### src/rtl/hack_alu_pkg.sv
// Shared definitions for the pipelined Hack ALU: control-word bit positions
// and the reference control encodings.
package hack_alu_pkg;

  typedef logic [5:0] alu_ctl_t;

  // Bit positions inside the control word {zx, zy, nx, ny, f, no}
  localparam int unsigned CTL_ZX = 5;
  localparam int unsigned CTL_ZY = 4;
  localparam int unsigned CTL_NX = 3;
  localparam int unsigned CTL_NY = 2;
  localparam int unsigned CTL_F  = 1;
  localparam int unsigned CTL_NO = 0;

  // Reference encodings
  localparam alu_ctl_t ALU_ZERO = 6'b110010;
  localparam alu_ctl_t ALU_ONE  = 6'b111111;
  localparam alu_ctl_t ALU_NEG1 = 6'b111010;
  localparam alu_ctl_t ALU_ADD  = 6'b000010;
  localparam alu_ctl_t ALU_AND  = 6'b000000;
  localparam alu_ctl_t ALU_SUB  = 6'b001011;
  localparam alu_ctl_t ALU_NOTX = 6'b010101;
  localparam alu_ctl_t ALU_INC  = 6'b011111;

endpackage

### src/rtl/hack_alu_core.sv
// Combinational Hack ALU datapath on preprocessed operands: add/and select,
// optional output inversion, carry and signed-overflow flags of the adder.
module hack_alu_core #(
  parameter int WIDTH = 16
) (
  input  logic [WIDTH-1:0] a,
  input  logic [WIDTH-1:0] b,
  input  logic             f,
  input  logic             no,
  output logic [WIDTH-1:0] out,
  output logic             cf,
  output logic             vf
);

  logic [WIDTH:0]   sum;
  logic [WIDTH-1:0] r;

  // Function select, inversion and adder flags (flags only meaningful when f)
  always_comb begin
    sum = {1'b0, a} + {1'b0, b};
    r   = f ? sum[WIDTH-1:0] : (a & b);
    out = no ? ~r : r;
    cf  = f & sum[WIDTH];
    vf  = f & (a[WIDTH-1] == b[WIDTH-1]) & (sum[WIDTH-1] != a[WIDTH-1]);
  end

endmodule

### src/rtl/hack_alu_pipe.sv
// Two-stage pipelined Hack ALU with valid/ready handshakes, pass-through tag,
// flush, and carry/overflow flags. S1 holds preprocessed operands, S2 holds
// the result and flags that drive the outputs directly.
module hack_alu_pipe
  import hack_alu_pkg::*;
#(
  parameter int WIDTH = 16,
  parameter int TAG_W = 4
) (
  input  logic             clk,
  input  logic             rst_n,
  input  logic             flush,
  input  logic             in_valid,
  output logic             in_ready,
  input  logic [WIDTH-1:0] x,
  input  logic [WIDTH-1:0] y,
  input  logic [5:0]       ctl,
  input  logic [TAG_W-1:0] in_tag,
  output logic             out_valid,
  input  logic             out_ready,
  output logic [WIDTH-1:0] out,
  output logic             zr,
  output logic             ng,
  output logic             cf,
  output logic             vf,
  output logic [TAG_W-1:0] out_tag
);

  alu_ctl_t         c;
  logic             adv1, adv2;
  logic [WIDTH-1:0] a_pre, b_pre;

  logic             s1_valid, s1_f, s1_no;
  logic [WIDTH-1:0] s1_a, s1_b;
  logic [TAG_W-1:0] s1_tag;
  logic             s2_valid;

  logic [WIDTH-1:0] core_out;
  logic             core_cf, core_vf;

  assign c = alu_ctl_t'(ctl);

  // Backpressure chain: a stage advances when it is empty or its successor advances
  always_comb begin
    adv2     = !s2_valid || out_ready;
    adv1     = !s1_valid || adv2;
    in_ready = adv1 && !flush;
  end

  // Operand preprocessing: zero then invert
  always_comb begin
    a_pre = c[CTL_ZX] ? '0 : x;
    if (c[CTL_NX]) a_pre = ~a_pre;
    b_pre = c[CTL_ZY] ? '0 : y;
    if (c[CTL_NY]) b_pre = ~b_pre;
  end

  // Stage 1 register: preprocessed operands, function bits and tag
  always_ff @(posedge clk or negedge rst_n) begin
    if (!rst_n) begin
      s1_valid <= 1'b0;
      s1_a     <= '0;
      s1_b     <= '0;
      s1_f     <= 1'b0;
      s1_no    <= 1'b0;
      s1_tag   <= '0;
    end else if (flush) begin
      s1_valid <= 1'b0;
    end else if (adv1) begin
      s1_valid <= in_valid;
      if (in_valid) begin
        s1_a   <= a_pre;
        s1_b   <= b_pre;
        s1_f   <= c[CTL_F];
        s1_no  <= c[CTL_NO];
        s1_tag <= in_tag;
      end
    end
  end

  hack_alu_core #(.WIDTH(WIDTH)) u_core (
    .a   (s1_a),
    .b   (s1_b),
    .f   (s1_f),
    .no  (s1_no),
    .out (core_out),
    .cf  (core_cf),
    .vf  (core_vf)
  );

  // Stage 2 register: result and flags; data only loads with a valid op so
  // the outputs keep their last values while the pipe is empty
  always_ff @(posedge clk or negedge rst_n) begin
    if (!rst_n) begin
      s2_valid <= 1'b0;
      out      <= '0;
      zr       <= 1'b1;
      ng       <= 1'b0;
      cf       <= 1'b0;
      vf       <= 1'b0;
      out_tag  <= '0;
    end else if (flush) begin
      s2_valid <= 1'b0;
    end else if (adv2) begin
      s2_valid <= s1_valid;
      if (s1_valid) begin
        out     <= core_out;
        zr      <= (core_out == '0);
        ng      <= core_out[WIDTH-1];
        cf      <= core_cf;
        vf      <= core_vf;
        out_tag <= s1_tag;
      end
    end
  end

  assign out_valid = s2_valid;

endmodule

### config.mk
export PLATFORM = sky130hd
export DESIGN_NAME = hack_alu_pipe
export DESIGN_NICKNAME = d
export VERILOG_FILES = /design/src/rtl/hack_alu_pkg.sv /design/src/rtl/hack_alu_core.sv /design/src/rtl/hack_alu_pipe.sv
export SDC_FILE = /design/constraint.sdc
export NUM_CORES = 1
export LEC_CHECK = 0
export BUFFER_PORTS_ARGS = -buffer_cell sky130_fd_sc_hd__buf_2
export CORE_ASPECT_RATIO = 1.75
export CORE_MARGIN = 5
export CORE_UTILIZATION = 51
export CTS_CLUSTER_SIZE = 24
export DETAILED_ROUTE_END_ITERATION = 6
export HOLD_SLACK_MARGIN = 0.1
export MAX_ROUTING_LAYER = met4
export PLACE_DENSITY = 0.76
export SLEW_MARGIN = 20
export SYNTH_ARGS = -nofsm -noshare
export SYNTH_HDL_FRONTEND = slang
export SYNTH_SLANG_ARGS = --single-unit
### constraint.sdc
create_clock -name clk -period 2.8 [get_ports clk]
set_input_delay 0.28 -clock clk [delete_from_list [all_inputs] [get_ports clk]]
set_output_delay 0.28 -clock clk [all_outputs]
set_load 0.02 [all_outputs]
# After elaboration in Yosys (flattened, before gate mapping)
# Index checks and enable logic that the tools add are counted.
dict set report word_totals {
  reg_bits 64
  inputBits 47
}
dict set report classes {
  addsub 1
  reduce_logical 11
  n_mux 10
  bitwise_logic 8
  eq_ne 2
}
# cell count
set ops {}
lappend ops {{16-bit two-way mux} 6}
lappend ops {{16-bit NOT} 3}
lappend ops {{16-bit by 16-bit adder with 17-bit output} 1}
lappend ops {{16-bit bitwise AND} 1}
lappend ops {{16-bit logical NOT} 1}
lappend ops {{3-bit AND reduction} 2}
lappend ops {{1-bit two-way mux} 4}
lappend ops {{2-bit nonzero test} 2}
lappend ops {{1-bit bitwise AND} 3}
lappend ops {{1-bit logical NOT} 3}
lappend ops {{1-bit logical OR} 2}
lappend ops {{1-bit == test} 1}
lappend ops {{1-bit logical AND} 1}
lappend ops {{1-bit != test} 1}
lappend ops {{1-bit NOT} 1}

# Longest topological paths before layout
dict set report logic_depth {
  depth_word 5
  ltp_mapped 10
  ltp_nobuf 10
}

# Cells and area by module
# From an unflattened synthesis, not the netlist that was laid out.
dict set report unflattened {
  cells_unflattened 360
  hier_area_um2 4117.7
}
# module cells_per_inst instances area_per_inst_um2 seq_area_each_um2
set by_module_without_submodules {}
lappend by_module_without_submodules {hack_alu_pipe 217 1 3029.2 1577.8}
lappend by_module_without_submodules {hack_alu_core 143 1 1088.5 0.0}

# Worst setup path after synthesis
# OpenSTA, ideal clock, no wires.
dict set report synth_timing {
  path_kind {flip-flop to flip-flop}
  from {reg s1_a[0]}
  to {reg zr}
  t_arrival_ns 2.549
  slack_ns 0.188
  required_time_ns 2.737
  setup_ns 0.063
  stages_incl_launch_ff 11
  n_path_buf 0
  period_less_slack_ns 2.612
  cell_sequence {dfrtp_1 ha_1 fa_1 a21o_1 a221oi_1 o311a_1 o21ai_0 a31oi_1 xor2_1 nor4_1 a32o_1}
}
dict set report synth_via {
  elab_chain_cells 5
}
# item line
set synth_lines {}
lappend synth_lines {{start: declaration} hack_alu_pipe.sv:34} ;# logic [WIDTH-1:0] s1_a, s1_b;
lappend synth_lines {{start signal: assignment} hack_alu_pipe.sv:72} ;# s1_a <= a_pre;
lappend synth_lines {{16-bit by 16-bit adder with 17-bit output / 16-bit bitwise AND (equally long branches)} {hack_alu_core.sv:20, hack_alu_core.sv:21}}
lappend synth_lines {{16-bit two-way mux *} hack_alu_core.sv:21} ;# r = f ? sum[WIDTH-1:0] : (a & b);
lappend synth_lines {{16-bit NOT} hack_alu_core.sv:22} ;# out = no ? ~r : r;
lappend synth_lines {{16-bit two-way mux *} hack_alu_core.sv:22}
lappend synth_lines {{16-bit logical NOT *} hack_alu_pipe.sv:108} ;# zr <= (core_out == '0);
lappend synth_lines {{end signal: assignment} hack_alu_pipe.sv:108}
lappend synth_lines {{end: declaration} hack_alu_pipe.sv:22} ;# output logic zr,
# Mark *: on every way between the ends. The rest lies on a longest branch, timed or not.
# A chain may end at the register's enable or synchronous reset.

# Final worst setup path
# Ends and elaborated chain as after synthesis.

==> Implementation_results.wiki <==
{| class="wikitable"
! Metric !! Value
|-
| Setup violators final || 0
|-
| Worst path depth || 10
|-
| Remaining antenna violation count after routing || 0
|-
| FP Rows || 43
|-
| Area of the placeable core || roughly 8000 um2
|-
| # nets final || 583
|-
| Initial antenna violation count || 0
|-
| Dominant combinational cell family by area after synthesis || compound AO/OA/AOI/OAI gates
|-
| Type of the worst min-delay path || in2async
|-
| Finished Cell Area || just under 5000 um2
|-
| Cell area after technology mapping || 4153 um2
|-
| Top-count cell post-synth || sky130_fd_sc_hd__dfrtp_1
|-
| Yosys warnings || 0
|-
| Worst voltage drop across the vdd grid || roughly 0.00039 V
|-
| CP endpoint kind || flop
|-
| Share of the synthesized netlist area taken by xor and xnor gates || 10.76%
|-
| Largest net degree at the start of global routing || 65
|-
| Total routed wirelength || 9.246 mm
|-
| Utilization of the core after routing || between 60% and 70%
|-
| Arrival time of the worst setup path || 2.95 ns
|-
| Part of the Yosys area used for sequential elements || approximately 38%
|-
| Chip height || about 130 um
|-
| Number of endpoints with negative hold slack in the final report || 0
|-
| Post-synthesis sequential element count || 63
|-
| Cell family with most CP delay || compound AO/OA/AOI/OAI gates
|-
| Power density of the placed cells || between 700 and 800 nW/um2
|-
| Internal reg-to-reg setup slack || approximately 0.11 ns
|-
| Ratio of final minimum period to clock period || about 96%
|-
| Count of mapped cells out of synthesis || 453
|-
| Initial detailed-routing violation count || between 100 and 150
|-
| Pre-Repair DR Iteration Count || 7
|-
| Relative area change from synthesis to final layout || 19.16%
|-
| Vias in the first global route || 3370
|-
| CP Class || reg2reg
|-
| Tightest Pin Transition || between 0.7 and 0.8 ns
|-
| WL per Instance || around 15 um
|-
| Slowest cell delay on critical path || around 0.38 ns
|-
| Worst Hold Slack || around 0.11 ns
|-
| Die span in x || a little under 80 um
|-
| Post-synthesis share of cell area spent on full adders, half adders and majority gates || 5.303%
|-
| FMAX || 0.3719 GHz
|-
| Clock-pin slew on the worst setup and hold paths || ~0.05 ns
|-
| Total of max-cap violations || 0
|-
| Number of top-level pins || 73
|-
| First-pass GRT wire length || between 15 and 20 mm
|-
| Cell breakdown of the critical path || ha_1 -> buf_4 -> a211oi_4 -> o211a_1 -> nor3_4 -> o21a_1 -> o2111a_1 -> nor3_2 -> mux2_2 -> a32o_1
|-
| Number of remaining DRC errors || 0
|-
| Cell taking the most area after synthesis || sky130_fd_sc_hd__dfrtp_1
|-
| Grt ovf || 0
|-
| Asr flop ratio synth || 100.0%
|-
| Clock insertion delay at the later pin of the skew report || 0.33 ns
|-
| Top area cells in the synthesized netlist || sky130_fd_sc_hd__dfrtp_1 (37%), sky130_fd_sc_hd__xnor2_1 (8.0%), sky130_fd_sc_hd__o21ai_0 (6.4%), sky130_fd_sc_hd__nor2b_1 (5.6%), sky130_fd_sc_hd__nand2_1 (5.3%)
|-
| Clock buffer count from CTS || 9
|-
| Share of synthesized area spent on multiplexers || under 10%
|-
| Via count || approximately 3400
|-
| Worst reg2reg startpoint || s1_a[0]$_DFFE_PN0P_
|-
| Pre-CTS WS || around 0.008 ns
|-
| Top cell type's share of synthesized area || 37.36%
|-
| Cell with the largest stage delay on the worst path || sky130_fd_sc_hd__dfrtp_1
|-
| DP Cell Count || approximately 600
|-
| Fraction of the mapped netlist area in simple logic gates || 18.11%
|-
| Global routing usage summed across all routing layers || 19.57%
|-
| Post-layout instance count excluding filler cells || roughly 610
|-
| Run status || completed
|-
| Syn_nets || 517
|-
| Instance area after placement || approximately 4600 um2
|-
| HPWL after detailed placement || ~7.0 mm
|-
| Share of cells above drive strength 1 || between 20% and 30%
|-
| Number of cells on the worst reg-to-reg path || 10
|-
| Number of vias per cell after detailed routing || between 5 and 6
|-
| Setup TNS || 0 ns
|-
| Unrepaired setup endpoints after global routing || false
|-
| Max-Slew Margin vs Limit || about half
|-
| Number of I/O port buffers || slightly above 70
|-
| Overall power after layout || between 3 and 4 mW
|-
| Endpoint required time on the critical path || approximately 3.1 ns
|-
| Crit start category || flop
|-
| Static Leak || about 2.3 nW
|-
| Fin Clk Skew || ~0.0054 ns
|-
| Largest fanout of any net on the critical path || 5
|-
| Final Wtd Congestion || roughly 0.9
|-
| Initial core utilization || 52.15%
|-
| Clock tree from TritonCTS || yes
|-
| Top cell types by occurrence after synthesis || sky130_fd_sc_hd__dfrtp_1 (62), sky130_fd_sc_hd__nand2_1 (59), sky130_fd_sc_hd__o21ai_0 (53)
|-
| Synthesized-area fraction occupied by ao, oa, aoi and oai cells || 18.14%
|-
| Clock Path Buffers || 2
|-
| Synth unique cells || between 50 and 60
|-
| Top FF cell, synth || sky130_fd_sc_hd__dfrtp_1
|-
| Setup slack of the critical path after layout || between 0.1 and 0.15 ns
|-
| CTS H-tree lvls || 3
|-
| Fin. max-slew vios || 0
|-
| R2r endpoint || zr$_DFFE_PN1P_
|-
| Number of buffer and inverter stages on the critical path || 1
|-
| Antenna diode count || 0
|-
| Number of enable flip-flop cells after synthesis || 0
|-
| Min cycle time layout || approximately 2.7 ns
|-
| Die Area || 10120 um2
|-
| Per-instance average area after synthesis || about 9 um2
|-
| Clock tree root buffer cell || sky130_fd_sc_hd__clkbuf_16
|-
| Sinks on Clock Net || 63
|}
-- worst max-delay path by stage --
| stage | from | endpoint |
|---|---|---|
| after floorplan | s1_a[0]$_DFFE_PN0P_ | zr$_DFFE_PN1P_ |
| after detailed placement | s1_a[0]$_DFFE_PN0P_ | zr$_DFFE_PN1P_ |
| final | s1_a[0]$_DFFE_PN0P_ | zr$_DFFE_PN1P_ |
| after global placement | s1_a[0]$_DFFE_PN0P_ | zr$_DFFE_PN1P_ |
| after global routing | s1_a[0]$_DFFE_PN0P_ | zr$_DFFE_PN1P_ |
| after CTS | s1_a[0]$_DFFE_PN0P_ | zr$_DFFE_PN1P_ |
-- cells by family after synthesis --
family,Yosys count
and+or+nand+nor,146
AOI/OAI and AO/OA,119
DFF,63
xor gates and xnor gates,51
buffers and inverters,32
muxes,25
adders and majority gates,17
-- cell type report --
type,instances,area (um2)
Clock buffer,13,260.3
Clock inverter,3,17.52
Fill cell,729,3014
Inverter,4,15.01
Multi-Input combinational cell,358,2522
Sequential cell,63,1578
Tap cell,90,112.6
Timing Repair Buffer,83,442.9
-- flip-flops by register name, summed over array words and instances (netlist names) --
| signal | cells |
|---|---|
| cf | 1 |
| out | 16 |
| out_tag | 4 |
| out_valid | 1 |
| s1_a | 16 |
| s1_b | 16 |
| s1_f | 1 |
| s1_no | 1 |
| s1_tag | 4 |
| s1_valid | 1 |
| vf | 1 |
| zr | 1 |
-- routing by layer --
| layer | share of wire [%] | global-route usage [%] |
|---|---|---|
| met3 | 4.2 | 4.451 |
| met1 | 40 | 21.44 |
| met2 | 53 | 33.94 |
| met5 | 0 | - |
| met4 | 2.4 | 8.342 |
-- worst register-to-register path, delay by kind of cell (launching register included) --
family	cells	cell delay, ns
mux	1	0.36
flops	1	0.38
fa+ha+maj	1	0.23
simple gates	2	0.24
buf+inv	1	0.16
compound gates	5	1.24
-- cells in the final DEF (no fill, tap or decap), drive strengths merged, types with 9 or more instances in the layout --
cell type / count
o21ai: 54
nor2b: 37
nor3: 10
clkbuf: 13
mux2i: 9
xor2: 13
a21oi: 17
ha: 16
nand2: 59
xnor2: 38
dfrtp: 62
nor2: 13
mux2: 16
buf: 83
-- power by group --
group / switching, mW / total [mW] / internal [mW]
Sequential: 0.132 / 1.25 / 1.12
Combinational: 0.924 / 1.60 / 0.680
Clock: 0.372 / 1.02 / 0.643
-- timing repair --
item                                    CTS  global route
buffers inserted                          0             0
hold buffers                              0             0
gates resized for setup                   1            14
endpoints found under the setup margin    1             3
pin swaps                                 0             5
No activity file was read; power rests on OpenSTA's default activity.
